===== config.mk =====
export PLATFORM = sky130hd
export DESIGN_NAME = param_dcache
export DESIGN_NICKNAME = d
export VERILOG_FILES = /design/src/rtl/param_dcache.sv
export SDC_FILE = /design/constraint.sdc
export NUM_CORES = 1
export LEC_CHECK = 0
export CORE_AREA = 2 2 287 289
export CTS_BUF_LIST = sky130_fd_sc_hd__clkbuf_8
export DETAILED_ROUTE_END_ITERATION = 10
export DIE_AREA = 0 0 289 291
export HOLD_SLACK_MARGIN = 0.15
export MAX_ROUTING_LAYER = met4
export PLACE_DENSITY = 0.6
export SLEW_MARGIN = 20
export SYNTH_ARGS = -nofsm -noshare
export SYNTH_HDL_FRONTEND = slang
export SYNTH_SLANG_ARGS = --single-unit

===== constraint.sdc =====
create_clock -name Clk -period 4.7 [get_ports Clk]
set_clock_uncertainty 0.15 [all_clocks]
set_input_delay 1.175 -clock Clk [delete_from_list [all_inputs] [get_ports Clk]]
set_output_delay 1.175 -clock Clk [all_outputs]
set_load 0.01 [all_outputs]

===== src/rtl/param_dcache.sv =====
// Set-associative write-back, write-allocate data cache between the MEM stage
// and a line-wide data memory with an ack handshake.
module param_dcache #(
    parameter int ADDR_W     = 16,
    parameter int DATA_W     = 16,
    parameter int LINE_WORDS = 4,
    parameter int SETS       = 4,
    parameter int WAYS       = 2
) (
    input  logic                         Clk,
    input  logic                         Reset_N,
    input  logic                         readC,
    input  logic                         writeC,
    input  logic [ADDR_W-1:0]            address,
    input  logic [DATA_W-1:0]            write_data,
    output logic [DATA_W-1:0]            cache_data,
    output logic                         hit,
    output logic                         stall,
    output logic                         readM,
    output logic                         writeM,
    output logic [ADDR_W-1:0]            mem_address,
    output logic [DATA_W*LINE_WORDS-1:0] mem_wdata,
    input  logic [DATA_W*LINE_WORDS-1:0] mem_rdata,
    input  logic                         mem_ack,
    output logic [15:0]                  hit_cnt,
    output logic [15:0]                  miss_cnt
);
    localparam int OW = $clog2(LINE_WORDS);
    localparam int IB = $clog2(SETS);
    localparam int IW = (IB > 0) ? IB : 1;
    localparam int TW = ADDR_W - OW - IB;
    localparam int LW = DATA_W * LINE_WORDS;

    typedef enum logic [1:0] {S_IDLE, S_WB, S_REFILL} state_t;

    state_t r_state, w_next;

    logic          r_valid [WAYS][SETS];
    logic          r_dirty [WAYS][SETS];
    logic [TW-1:0] r_tag   [WAYS][SETS];
    logic [LW-1:0] r_data  [WAYS][SETS];
    logic          r_victim;
    logic          r_retry;
    logic [15:0]   r_hit_cnt, r_miss_cnt;

    logic [OW-1:0] w_off;
    logic [IW-1:0] w_idx;
    logic [TW-1:0] w_tag;
    logic          w_req, w_hit, w_hit_way, w_victim, w_lru_way;
    logic [LW-1:0] w_hit_line;

    assign w_req = readC | writeC;
    assign w_off = address[OW-1:0];
    assign w_idx = IW'((address >> OW) & ADDR_W'(SETS - 1));
    assign w_tag = TW'(address >> (OW + IB));

    always_comb begin
        w_hit     = 1'b0;
        w_hit_way = 1'b0;
        for (int w = 0; w < WAYS; w++) begin
            if (r_valid[w][w_idx] && r_tag[w][w_idx] == w_tag) begin
                w_hit     = 1'b1;
                w_hit_way = 1'(w);
            end
        end
    end

    // Lowest-numbered invalid way wins over the LRU choice
    always_comb begin
        w_victim = w_lru_way;
        for (int w = WAYS - 1; w >= 0; w--) begin
            if (!r_valid[w][w_idx])
                w_victim = 1'(w);
        end
    end

    assign w_hit_line = r_data[w_hit_way][w_idx];

    generate
        if (WAYS > 1) begin : g_lru
            logic r_lru [SETS];
            always_ff @(posedge Clk) begin
                if (!Reset_N) begin
                    for (int s = 0; s < SETS; s++)
                        r_lru[s] <= 1'b0;
                end else if (r_state == S_IDLE && w_req && w_hit) begin
                    r_lru[w_idx] <= ~w_hit_way;
                end
            end
            assign w_lru_way = r_lru[w_idx];
        end else begin : g_no_lru
            assign w_lru_way = 1'b0;
        end
    endgenerate

    always_ff @(posedge Clk) begin
        if (!Reset_N)
            r_state <= S_IDLE;
        else
            r_state <= w_next;
    end

    always_comb begin
        w_next = r_state;
        unique case (r_state)
            S_IDLE: begin
                if (w_req && !w_hit)
                    w_next = (r_valid[w_victim][w_idx] && r_dirty[w_victim][w_idx])
                           ? S_WB : S_REFILL;
            end
            S_WB:     if (mem_ack) w_next = S_REFILL;
            S_REFILL: if (mem_ack) w_next = S_IDLE;
            default:  w_next = S_IDLE;
        endcase
    end

    always_comb begin
        hit         = 1'b0;
        stall       = 1'b0;
        readM       = 1'b0;
        writeM      = 1'b0;
        cache_data  = '0;
        mem_address = '0;
        mem_wdata   = '0;
        unique case (r_state)
            S_IDLE: begin
                hit   = w_req & w_hit;
                stall = w_req & ~w_hit;
                if (hit)
                    cache_data = w_hit_line[w_off*DATA_W +: DATA_W];
            end
            S_WB: begin
                writeM      = 1'b1;
                stall       = 1'b1;
                mem_address = (ADDR_W'(r_tag[r_victim][w_idx]) << (OW + IB))
                            | (ADDR_W'(w_idx) << OW);
                mem_wdata   = r_data[r_victim][w_idx];
            end
            S_REFILL: begin
                readM       = 1'b1;
                stall       = 1'b1;
                mem_address = (ADDR_W'(w_tag) << (OW + IB))
                            | (ADDR_W'(w_idx) << OW);
            end
            default: ;
        endcase
    end

    always_ff @(posedge Clk) begin
        if (!Reset_N) begin
            for (int w = 0; w < WAYS; w++)
                for (int s = 0; s < SETS; s++) begin
                    r_valid[w][s] <= 1'b0;
                    r_dirty[w][s] <= 1'b0;
                end
            r_victim   <= 1'b0;
            r_retry    <= 1'b0;
            r_hit_cnt  <= '0;
            r_miss_cnt <= '0;
        end else begin
            unique case (r_state)
                S_IDLE: begin
                    if (w_req && w_hit) begin
                        if (writeC)
                            r_dirty[w_hit_way][w_idx] <= 1'b1;
                        // The replay after a refill is not a fresh hit
                        if (!r_retry && r_hit_cnt != 16'hFFFF)
                            r_hit_cnt <= r_hit_cnt + 16'd1;
                        r_retry <= 1'b0;
                    end else if (w_req) begin
                        if (r_miss_cnt != 16'hFFFF)
                            r_miss_cnt <= r_miss_cnt + 16'd1;
                        r_victim <= w_victim;
                        r_retry  <= 1'b0;
                    end
                end
                S_REFILL: begin
                    if (mem_ack) begin
                        r_valid[r_victim][w_idx] <= 1'b1;
                        r_dirty[r_victim][w_idx] <= 1'b0;
                        r_retry                  <= 1'b1;
                    end
                end
                default: ;
            endcase
        end
    end

    always_ff @(posedge Clk) begin
        if (Reset_N) begin
            if (r_state == S_IDLE && w_req && w_hit && writeC)
                r_data[w_hit_way][w_idx][w_off*DATA_W +: DATA_W] <= write_data;
            if (r_state == S_REFILL && mem_ack) begin
                r_data[r_victim][w_idx] <= mem_rdata;
                r_tag[r_victim][w_idx]  <= w_tag;
            end
        end
    end

    assign hit_cnt  = r_hit_cnt;
    assign miss_cnt = r_miss_cnt;
endmodule


==> out/results.ini <==
[status]
outcome=complete, but fails checks
violations=negative setup slack

[logic_synthesis]
netlist_instances=1976
synth.top_cell.area_share_pct=58.3
synth_seq_cells=665
yosys_warnings=0
synth_cell_types=70
seq_area_frac_synth_pct=60.9
async_reset_ff_share_pct=0
synthesis.area_um2=32100
yosysMostFrequentCell=edfxtp_1
synthFlopType=edfxtp_1
synthTopCellsByCount=edfxtp_1, mux4_2, nand2_1, clkbuf_1, mux2i_1
synthTopCellsByArea=edfxtp_1, mux4_2, mux2i_1
synth_edf_count=623
synth.avg_cell_area_um2=16.2
synth_largest_area_cell=edfxtp_1

[sta]
fin_crit_ns=5.39
slew_headroom_pct=37.6
setup_slack_ns=-0.686
setup_viol=18
rsz0062_at_grt=true
fmax_ghz=0.186
tightestPinTransition_ns=0.933
hold_violations=0
maxSlewViolCount=0
finalCritPeriodShare_pct=115

[place]
dp_cells=3350
dpl-instance-area_um2=37700
dp_slack_ns=-1.31
place.detailed.hpwl_mm=64.5
numPortBuffers=230
place.gp.congestion=0.873

[routing]
vias=21100
wirelength_mm=99.7
route.detailed.drc=0
ant_nets=0
drt_iter0_markers=2097
routed_via_density=5.86
firstDrtPassIters=5
avgRoutedWirePerCell_um=27.7

[grt]
grt_overflow=0
grt_usage_pct=24.1
grt_pass1_wl_mm=142
grt_max_degree=125
grt_pass1_vias=21500
antenna_found_initial=3

[layout]
areaGrowthSynthToFinish_pct=27.1
seqCellArea_um2=19600
fin_cells=3594
nFillCells=6694
final_nets=2545
design_area_um2=40800
drive_above_1_share_pct=32.3
multi_input_area_um2=12500

[setup_path]
critPathCaptureType=output port
worstPathCellList=buf_12 > mux4_2 > xnor2_2 > nand2_1 > or3_4 > nor3_4 > buf_12 > buf_12 > buf_16 > buf_12 > mux2i_1 > mux2_4 > a221oi_4 > buf_2
start_kind=input port
cpPeakStageDelay_ns=0.53
path_class=in2out
timing.rr.start=r_tag[0][24]$_DFFE_PP_
reg2reg_slack_ns=0.89
critical_path.startpoint=address[2]
critPathSlowestCell=mux4_2
cp.arrival_ns=4.06
cp.buffers_inverters=6
path_max_fanout=5
worstPathRequired_ns=3.38
cpMostUsedCell=buf_12
cpLargestDelayFamily=multiplexers

[power_and_ir_drop]
p_int_uw=9810
leakagePower_uw=0.0137
combPwrFrac_pct=12.4
powerDensity_nw_per_um2=322
sequentialPowerShare_pct=50.2
switching_share_pct=25.3
ir_drop_v=0.000227
p_clk_share_pct=37.4
switchingPower_uw=3330

[die]
row_count=105
die-area_um2=84100
die_w_um=289
start_util_pct=39.5
die_h_um=291
io_pins=233
core_region_area_um2=81200

[run]
max_cap_violations=0

[hold_path]
hp-start=r_dirty[1][3]$_DFF_P_
hp-class=reg2reg

[clocking]
cts_hold_buf=0
clock_path_buffers=3
clk_latency_ns=0.73
clkTransAtPathRegs_ns=0.07
cts-htree-levels=3
cts_root_buf=clkbuf_8
cts_tree=yes
clock_sinks=665
cts_buffers=111

==> kinds of logic after synthesis <==
family | count (synthesis) | synth area share (%)
DFF | 665 | 60.9
and+or+nand+nor | 410 | 5.99
muxes | 405 | 23.5
AOI/OAI and AO/OA | 288 | 6.16
buffers and inverters | 169 | 2.28
xor gates and xnor gates | 27 | 0.737
adders and majority gates | 11 | 0.429
other | 1 | 0.0117
==> state kept, by name, summed over array words and instances, names as in the netlist, named ones only <==
name / flops
g_lru.r_lru: 4
hit_cnt: 16
miss_cnt: 16
r_data: 512
r_dirty: 8
r_retry: 1
r_state: 2
r_tag: 96
r_valid: 8
r_victim: 1
==> repair_timing <==
action	CTS	global route
cloned	4	3
pin swaps	15	9
endpoints found under the setup margin	64	40
gates resized for setup	160	28
buffers inserted	23	12
==> placed cells by master (no fill, tap or decap), types with 60 or more instances in the layout <==
cell	count
nand2_1	202
mux2i_1	80
clkbuf_8	112
a21oi_1	93
edfxtp_1	623
a22o_1	64
buf_4	180
buf_12	60
clkdlybuf4s50_1	201
mux4_2	273
==> path summary, 6_finish.rpt <==
path	endpoint	cells after the start
setup reg to reg	r_data[1][169]$_DFFE_PP_	11
hold reg to reg	r_dirty[1][3]$_DFF_P_	2
setup / recovery	cache_data[14]	14
hold / removal	r_dirty[1][3]$_DFF_P_	2
==> power by group through the flow <==
stage               clock network (µW)  registers, µW  logic [µW]
floorplan                            0           6700         916
global placement                     0           6720        1550
detailed placement                   0           6720        1570
CTS                               5000           6600        1610
global route                      5260           6600        1740
finish                            4910           6600        1630
==> worst register-to-register path, delay by kind of cell (launching register included) <==
family | cells | cell delay, ns
compound gates | 2 | 0.72
xor+xnor | 1 | 0.17
buf+inv | 3 | 0.54
flops | 1 | 0.36
mux | 1 | 0.55
simple gates | 4 | 1.01
==> final cells by class <==
type,count,share of cell area [%]
clock inverters,89,1.41
diodes,4,0.0245
multi-input cells,1143,30.6
well taps,1070,3.28
flip-flops and latches,665,47.9
clock buffers,111,3.75
repair buffers,494,12.8
inverters,18,0.178
==> metrics by stage <==
stage | power [µW] | hold WS (ns) | TNS (ns) | util [%]
5_1_grt | 13600 | 0.365 | -11.61 | 50.2
3_5_place_dp | 8300 | 0.319 | -79.60 | 46.5
3_3_place_gp | 8270 | 0.315 | -74.58 | 46.5
6_report | 13100 | 0.331 | -10.25 | 50.2
2_1_floorplan | 7620 | 0.295 | -3.76 | -
4_1_cts | 13200 | 0.328 | -9.70 | 49.9
==> routing by layer <==
| metal | track usage (%) | up-vias | part of all wire (%) |
|---|---|---|---|
| met5 | - | - | 0 |
| met4 | 9.14 | 0 | 3.9 |
| met3 | 4.64 | 168 | 8.6 |
| met2 | 37.3 | 1039 | 48 |
| met1 | 31.5 | 10900 | 40 |
| li1 | - | 8983 | - |
Power figures use the tool's default switching activity.
